`config.mk`:
```
export PLATFORM = sky130hd
export DESIGN_NAME = tfp2fix
export DESIGN_NICKNAME = d
export VERILOG_FILES = /design/src/rtl/tfp2fix.sv
export SDC_FILE = /design/constraint.sdc
export NUM_CORES = 1
export LEC_CHECK = 0
export ABC_CLOCK_PERIOD_IN_PS = 1300
export CAP_MARGIN = 25
export CORE_ASPECT_RATIO = 2
export CORE_MARGIN = 4
export CORE_UTILIZATION = 25
export DETAILED_ROUTE_END_ITERATION = 12
export PLACE_DENSITY = 0.46
export SLEW_MARGIN = 15
export SYNTH_ARGS = -nofsm -noshare
export SYNTH_HDL_FRONTEND = slang
export SYNTH_SLANG_ARGS = --single-unit
```
`constraint.sdc`:
```
create_clock -name clk -period 1.3 [get_ports clk]
set_input_delay 0.195 -clock clk [delete_from_list [all_inputs] [get_ports clk]]
set_output_delay 0.195 -clock clk [all_outputs]
set_load 0.05 [all_outputs]
```
`src/rtl/tfp2fix.sv`:
```
// -----------------------------------------------------------------------------
// tfp2fix - trivial float-point to fixed-point expander.
//
// Decodes a tfp word {mantissa, exponent} into fix = extend(mantissa) << exponent.
// The left shift is a logarithmic barrel shifter of EXP_WIDTH stages. Stage k
// shifts by 2**k when exponent bit k is set. The exponent travels alongside the
// partial result. Pipeline registers are placed as follows:
//   - one input register, when PIPELINE > 0;
//   - PIPELINE-1 further registers, placed after the highest-index stages.
// Every register advances only when clkena is high. rst clears every register
// and takes priority over clkena. With PIPELINE = 0 the block is purely
// combinational.
//
// Ports:
//   clk        in   clock
//   rst        in   synchronous active-high reset
//   clkena     in   clock enable; low holds all state
//   tfp_valid  in   input word qualifier
//   tfp_data   in   [TFP_WIDTH-1:EXP_WIDTH] mantissa, [EXP_WIDTH-1:0] exponent
//   fix_valid  out  output qualifier aligned with fix_data
//   fix_data   out  expanded fixed-point value, FIX_WIDTH = M + MAX_EXP
// -----------------------------------------------------------------------------
module tfp2fix #(
    parameter int TFP_WIDTH = 8,
    parameter int EXP_WIDTH = 3,
    parameter int FIX_WIDTH = TFP_WIDTH - EXP_WIDTH + 2**EXP_WIDTH - 1,
    parameter     SIGNREP   = "SIGNED",
    parameter int PIPELINE  = 2
) (
    input  logic                 clk,
    input  logic                 rst,
    input  logic                 clkena,
    input  logic                 tfp_valid,
    input  logic [TFP_WIDTH-1:0] tfp_data,
    output logic                 fix_valid,
    output logic [FIX_WIDTH-1:0] fix_data
);

    localparam int M         = TFP_WIDTH - EXP_WIDTH;
    localparam bit IS_SIGNED = (SIGNREP == "SIGNED");
    // A register follows shift stage k when k >= FIRST_REG.
    localparam int FIRST_REG = EXP_WIDTH + 1 - PIPELINE;

    function automatic logic [FIX_WIDTH-1:0] extend(input logic signed [M-1:0] mant);
        if (IS_SIGNED)
            return {{(FIX_WIDTH-M){mant[M-1]}}, mant};
        else
            return {{(FIX_WIDTH-M){1'b0}}, mant};
    endfunction

    logic [TFP_WIDTH-1:0] w_in_data;
    logic                 w_in_vld;

    // Partial result, remaining exponent and valid at the input of each stage.
    // Index EXP_WIDTH is the shifter output.
    logic [FIX_WIDTH-1:0] w_d [0:EXP_WIDTH];
    logic [EXP_WIDTH-1:0] w_e [0:EXP_WIDTH];
    logic                 w_v [0:EXP_WIDTH];

    // ---- input register stage ----
    generate
        if (PIPELINE > 0) begin : g_in_reg
            logic [TFP_WIDTH-1:0] r_data_p0;
            logic                 r_vld_p0;

            always_ff @(posedge clk) begin
                if (rst) begin
                    r_data_p0 <= '0;
                    r_vld_p0  <= 1'b0;
                end else if (clkena) begin
                    r_data_p0 <= tfp_data;
                    r_vld_p0  <= tfp_valid;
                end
            end

            assign w_in_data = r_data_p0;
            assign w_in_vld  = r_vld_p0;
        end else begin : g_in_comb
            assign w_in_data = tfp_data;
            assign w_in_vld  = tfp_valid;
        end
    endgenerate

    assign w_d[0] = extend(w_in_data[TFP_WIDTH-1:EXP_WIDTH]);
    assign w_e[0] = w_in_data[EXP_WIDTH-1:0];
    assign w_v[0] = w_in_vld;

    // ---- shift stages, each optionally followed by a register ----
    generate
        for (genvar k = 0; k < EXP_WIDTH; k++) begin : g_stage
            logic [FIX_WIDTH-1:0] w_sh;

            assign w_sh = w_e[k][k] ? (w_d[k] << (2**k)) : w_d[k];

            if (k >= FIRST_REG) begin : g_reg
                logic [FIX_WIDTH-1:0] r_d_pk;
                logic [EXP_WIDTH-1:0] r_e_pk;
                logic                 r_vld_pk;

                always_ff @(posedge clk) begin
                    if (rst) begin
                        r_d_pk   <= '0;
                        r_e_pk   <= '0;
                        r_vld_pk <= 1'b0;
                    end else if (clkena) begin
                        r_d_pk   <= w_sh;
                        r_e_pk   <= w_e[k];
                        r_vld_pk <= w_v[k];
                    end
                end

                assign w_d[k+1] = r_d_pk;
                assign w_e[k+1] = r_e_pk;
                assign w_v[k+1] = r_vld_pk;
            end else begin : g_comb
                assign w_d[k+1] = w_sh;
                assign w_e[k+1] = w_e[k];
                assign w_v[k+1] = w_v[k];
            end
        end
    endgenerate

    // ---- output ----
    assign fix_data  = w_d[EXP_WIDTH];
    assign fix_valid = w_v[EXP_WIDTH];

endmodule

```
After elaboration in Yosys (flattened, before gate mapping)
Cells that the tools add are included.
W data, S select, Z words.
Storage, ports and cells
  input bits: 12
  word-level logic and storage cells: 7
  flip-flop bits (word level): 22
  output and inout bits: 13
Cells by class
  multiplexer cells: 3
Operators by type and width (count)
  $mux W11: 1
  $mux W7: 1
  $mux W5: 1

Longest topological paths before layout
Gate-level depths: netlist of run 1.
  word-level depth: 3
  gate-level depth with buffers: 5
  mapped depth without buffers: 3

Worst setup path before layout of run 1
No wires, ideal clock.
  path type: register to register
  start point: register g_in_reg.r_data_p0[1]
  end point: register g_stage[2].g_reg.r_d_pk[4] (netlist: fix_data[4])
  library setup time: 116 ps
  data arrival time: 1262 ps
  cell stages (with the launch flop): 5
  required time: 1184 ps
  clock period less this slack: 1378 ps
  buffers on the path: 1
  path slack: -78 ps
  cells stage by stage: dfxtp_1 > buf_6 > mux2_4 > or3b_1 > a31o_1
On the way
  cells in the longest elaborated chain, start to end: 2
Ends and longest elaborated chain
  start: declaration: RTL line 63  | logic [TFP_WIDTH-1:0] r_data_p0;
  start signal: assignment: RTL line 71  | r_data_p0 <= tfp_data;
  $mux W7: RTL line 93  | assign w_sh = w_e[k][k] ? (w_d[k] << (2**k)) : w_d[k];
  $mux W11: RTL line 93
  end signal: assignment: RTL line 106  | r_d_pk <= w_sh;
  end: declaration: RTL line 96  | logic [FIX_WIDTH-1:0] r_d_pk;
No other way between the ends.
A chain may end at the register's enable or synchronous reset.

Final worst setup path of run 1
Ends and elaborated chain as after synthesis.

==> flow_summary_export.csv, run 1 <==
group,metric,value,unit
timing,fin_crit_sh,0.9719,
timing,setup_viol,0,
detailed_routing,avgRoutedWirePerCell,12.65,um
run_status,status,"finished, final reports clean",
detailed_routing,vias,896,
detailed_routing,first_pass_iters,5,
timing,slew_headroom,0.7616,
clocking,clock_path_buffers,2,
global_routing,grt_pass1_vias,931,
global_routing,grt_max_degree,23,
detailed_routing,totalWireLength,2441,um
logic_synthesis,yosysWarnings,0,
detailed_routing,drtIter0Drc,11,
clocking,clk_pin_slew,0.08,ns
floorplan,dieHeight,99.37,um
timing,timing.setup.tns,0,ns
critical_path,cp-start-kind,"flip-flop",
logic_synthesis,ys_seq_elements,22,
logic_synthesis,syn-num-nets,121,
job,maxCapViolCount,0,
clocking,cts_num_sinks,22,
clocking,clk_latency,0.26,ns
final_layout,final_common_cell,"dfxtp_1",
pwr,ir_drop,566.2,uV
global_routing,antenna_found_initial,0,
global_routing,overflow,0,
global_routing,grt_usage,0.1051,
final_layout,diodes,0,
logic_synthesis,ys_seq_area_frac,0.4221,
final_layout,layout.nets,154,
critical_path,crit_path_end_kind,"flip-flop",
timing,fmax,791.4,MHz
placed_design,portBuffers,24,
critical_path,max_stage_delay,0.35,ns
detailed_routing,drc,0,
clocking,cts_made_buffers,3,
timing,slew_violations,0,
floorplan,io_pins,25,
floorplan,initial_utilization,0.2553,
clocking,cts-root-buf,"clkbuf_8",
floorplan,fp.dieW,53.69,um
timing,finalHoldViolations,0,
pwr,p_leak,0.6211,nW
detailed_routing,vias_per_cell,4.642,
logic_synthesis,syn_area,1044,um2
pwr,power.total,0.001618,W
clocking,post-cts-setup-buffers,0,
floorplan,core,4088,um2
clocking,hold_buffers,0,
logic_synthesis,avgSynthCellArea,9.573,um2
pwr,pwr_density_cell,1008,nW/um2
hold_path,hp-class,"reg -> reg",
global_routing,grt_pass1_wl,4160,um
final_layout,drive_gt1_frac,0.2695,
logic_synthesis,synth_cell_types,31,
timing,fin_skew,0.006680,ns
placed_design,place_congestion,0.7625,
critical_path,crit_type,"reg -> reg",
final_layout,syn_to_final_growth,53.84,%
final_layout,fillerInstances,421,
critical_path,path_cells,"mux2_4, or3b_1, a31o_1",
clocking,htreeDepth,1,
placed_design,hpwl,1935,um
timing,worstMarginPinSlew,0.3526,ns
critical_path,critPathRequiredTime,1.46,ns
logic_synthesis,syn-instance-count,109,
timing,rsz0062_at_grt,"yes",
critical_path,critical_path.slowest_cell,"or3b_1",
detailed_routing,drtAntennaViolNets,0,
final_layout,final_cell_mix,"dfxtp_1, nor2_1, mux2i_1, buf_12, buf_4",
timing,fin_crit,1.264,ns
floorplan,die_area,5334,um2
final_layout,multiInputGateArea,541.8,um2
clocking,cts_tree,"yes",
floorplan,rows,33,
critical_path,cp_max_fo,2,
critical_path,cp_data_arrival_time,1.42,ns
final_layout,area.sequential,444.2,um2
through the flow:
step	cells	cell area, um2	utilization	hold slack (ns)	setup slack (ns)
floorplan	109	1044	-	0.3422	-0.03739
global placement	189	1546	0.3783	0.4735	-0.05348
detailed placement	189	1546	0.3783	0.5005	-0.09318
CTS	193	1603	0.3921	0.5138	0.01500
global route	193	1605	0.3927	0.5382	-0.03597
finish	193	1605	0.3927	0.5099	0.03648
cells by family (layout without fill, tap and decap cells):
| kind of cell | Yosys count | in the layout | synth area share |
|---|---|---|---|
| simple gates | 36 | 36 | 0.1858 |
| compound gates | 21 | 21 | 0.1523 |
| mux | 17 | 17 | 0.1810 |
| buf+inv | 13 | 45 | 0.05875 |
| flops | 22 | 22 | 0.4221 |
Yosys cell counts (all sizes together):
| cell type | count | area (um2) |
|---|---|---|
| nand4bb | 1 | 11.26 |
| inv | 3 | 11.26 |
| a31oi | 2 | 12.51 |
| a21oi | 3 | 15.01 |
| nor2 | 18 | 67.56 |
| a311oi | 5 | 43.79 |
| nand2b | 2 | 12.51 |
| nand2 | 3 | 11.26 |
| dfxtp | 22 | 440.4 |
| mux4 | 1 | 22.52 |
| o32ai | 2 | 17.52 |
| buf | 5 | 31.28 |
| nor4b | 1 | 8.760 |
| a31o | 1 | 8.760 |
| nand3 | 1 | 5.000 |
| a211o | 2 | 17.52 |
| mux2 | 2 | 26.27 |
| a21boi | 1 | 7.510 |
| o22a | 1 | 8.760 |
| nand3b | 3 | 22.52 |
| o21ai | 2 | 10.01 |
| o221ai | 2 | 17.52 |
| nor3b | 2 | 15.01 |
| or3b | 2 | 17.52 |
| clkbuf | 5 | 18.77 |
| mux2i | 14 | 140.1 |
| nor2b | 2 | 12.51 |
| and4b | 1 | 10.01 |
routing by layer:
metal | track usage | routed length [um] | vias up
met1 | 0.1130 | 920 | 415
met3 | 0.01349 | 70 | 6
met5 | 0 | 0 | -
li1 | - | - | 459
met2 | 0.1822 | 1379 | 16
met4 | 0.06496 | 70 | 0
critical path, delay by kind of cell, from the launching register on:
family | cells | cell delay [ns]
and+or+nand+nor | 1 | 0.35
DFF | 1 | 0.34
muxes | 1 | 0.30
AOI/OAI and AO/OA | 1 | 0.18
path summary, 6_finish.rpt:
kind,startpoint,end,slack [ns],cells after the start
worst max-delay path,g_in_reg.r_data_p0[1],fix_data[4],0.04,3
worst min-delay path,fix_data[3],fix_data[3],0.51,2
worst max register to register,g_in_reg.r_data_p0[1],fix_data[4],0.04,3
worst min register to register,fix_data[3],fix_data[3],0.51,2
layout make-up:
class / count / area share
Sequential cell: 22 / 0.2767
Timing Repair Buffer: 38 / 0.3040
Inverter: 3 / 0.007015
Clock buffer: 4 / 0.03429
Tap cell: 52 / 0.04053
Multi-Input combinational cell: 74 / 0.3375
timing repair:
item,CTS,global route
pin swaps,0,0
gates resized for setup,1,2
setup endpoints to repair,1,7
state kept, by name, summed over array words and instances (netlist names):
signal	flops
g_in_reg.r_data_p0	8
fix_data	12
fix_valid	1
g_in_reg.r_vld_p0	1
report_power, final:
group	leakage, nW	switching, W	internal [W]
sequential	0.182	0.0000415	0.000711
combinational	0.411	0.000173	0.000199
clock	0.0288	0.000224	0.000270
(Power assumes the default switching activity.)
==> run 2: changes to the inputs <==
--- a/config.mk
+++ b/config.mk
@@ -10,6 +10,7 @@
 export CORE_ASPECT_RATIO = 2
 export CORE_MARGIN = 4
 export CORE_UTILIZATION = 25
+export CTS_BUF_LIST = sky130_fd_sc_hd__clkbuf_8
 export DETAILED_ROUTE_END_ITERATION = 12
 export PLACE_DENSITY = 0.46
 export SLEW_MARGIN = 15
==> results of run 2 <==
No change in the layout: final DEF, timing and power equal those of run 1.
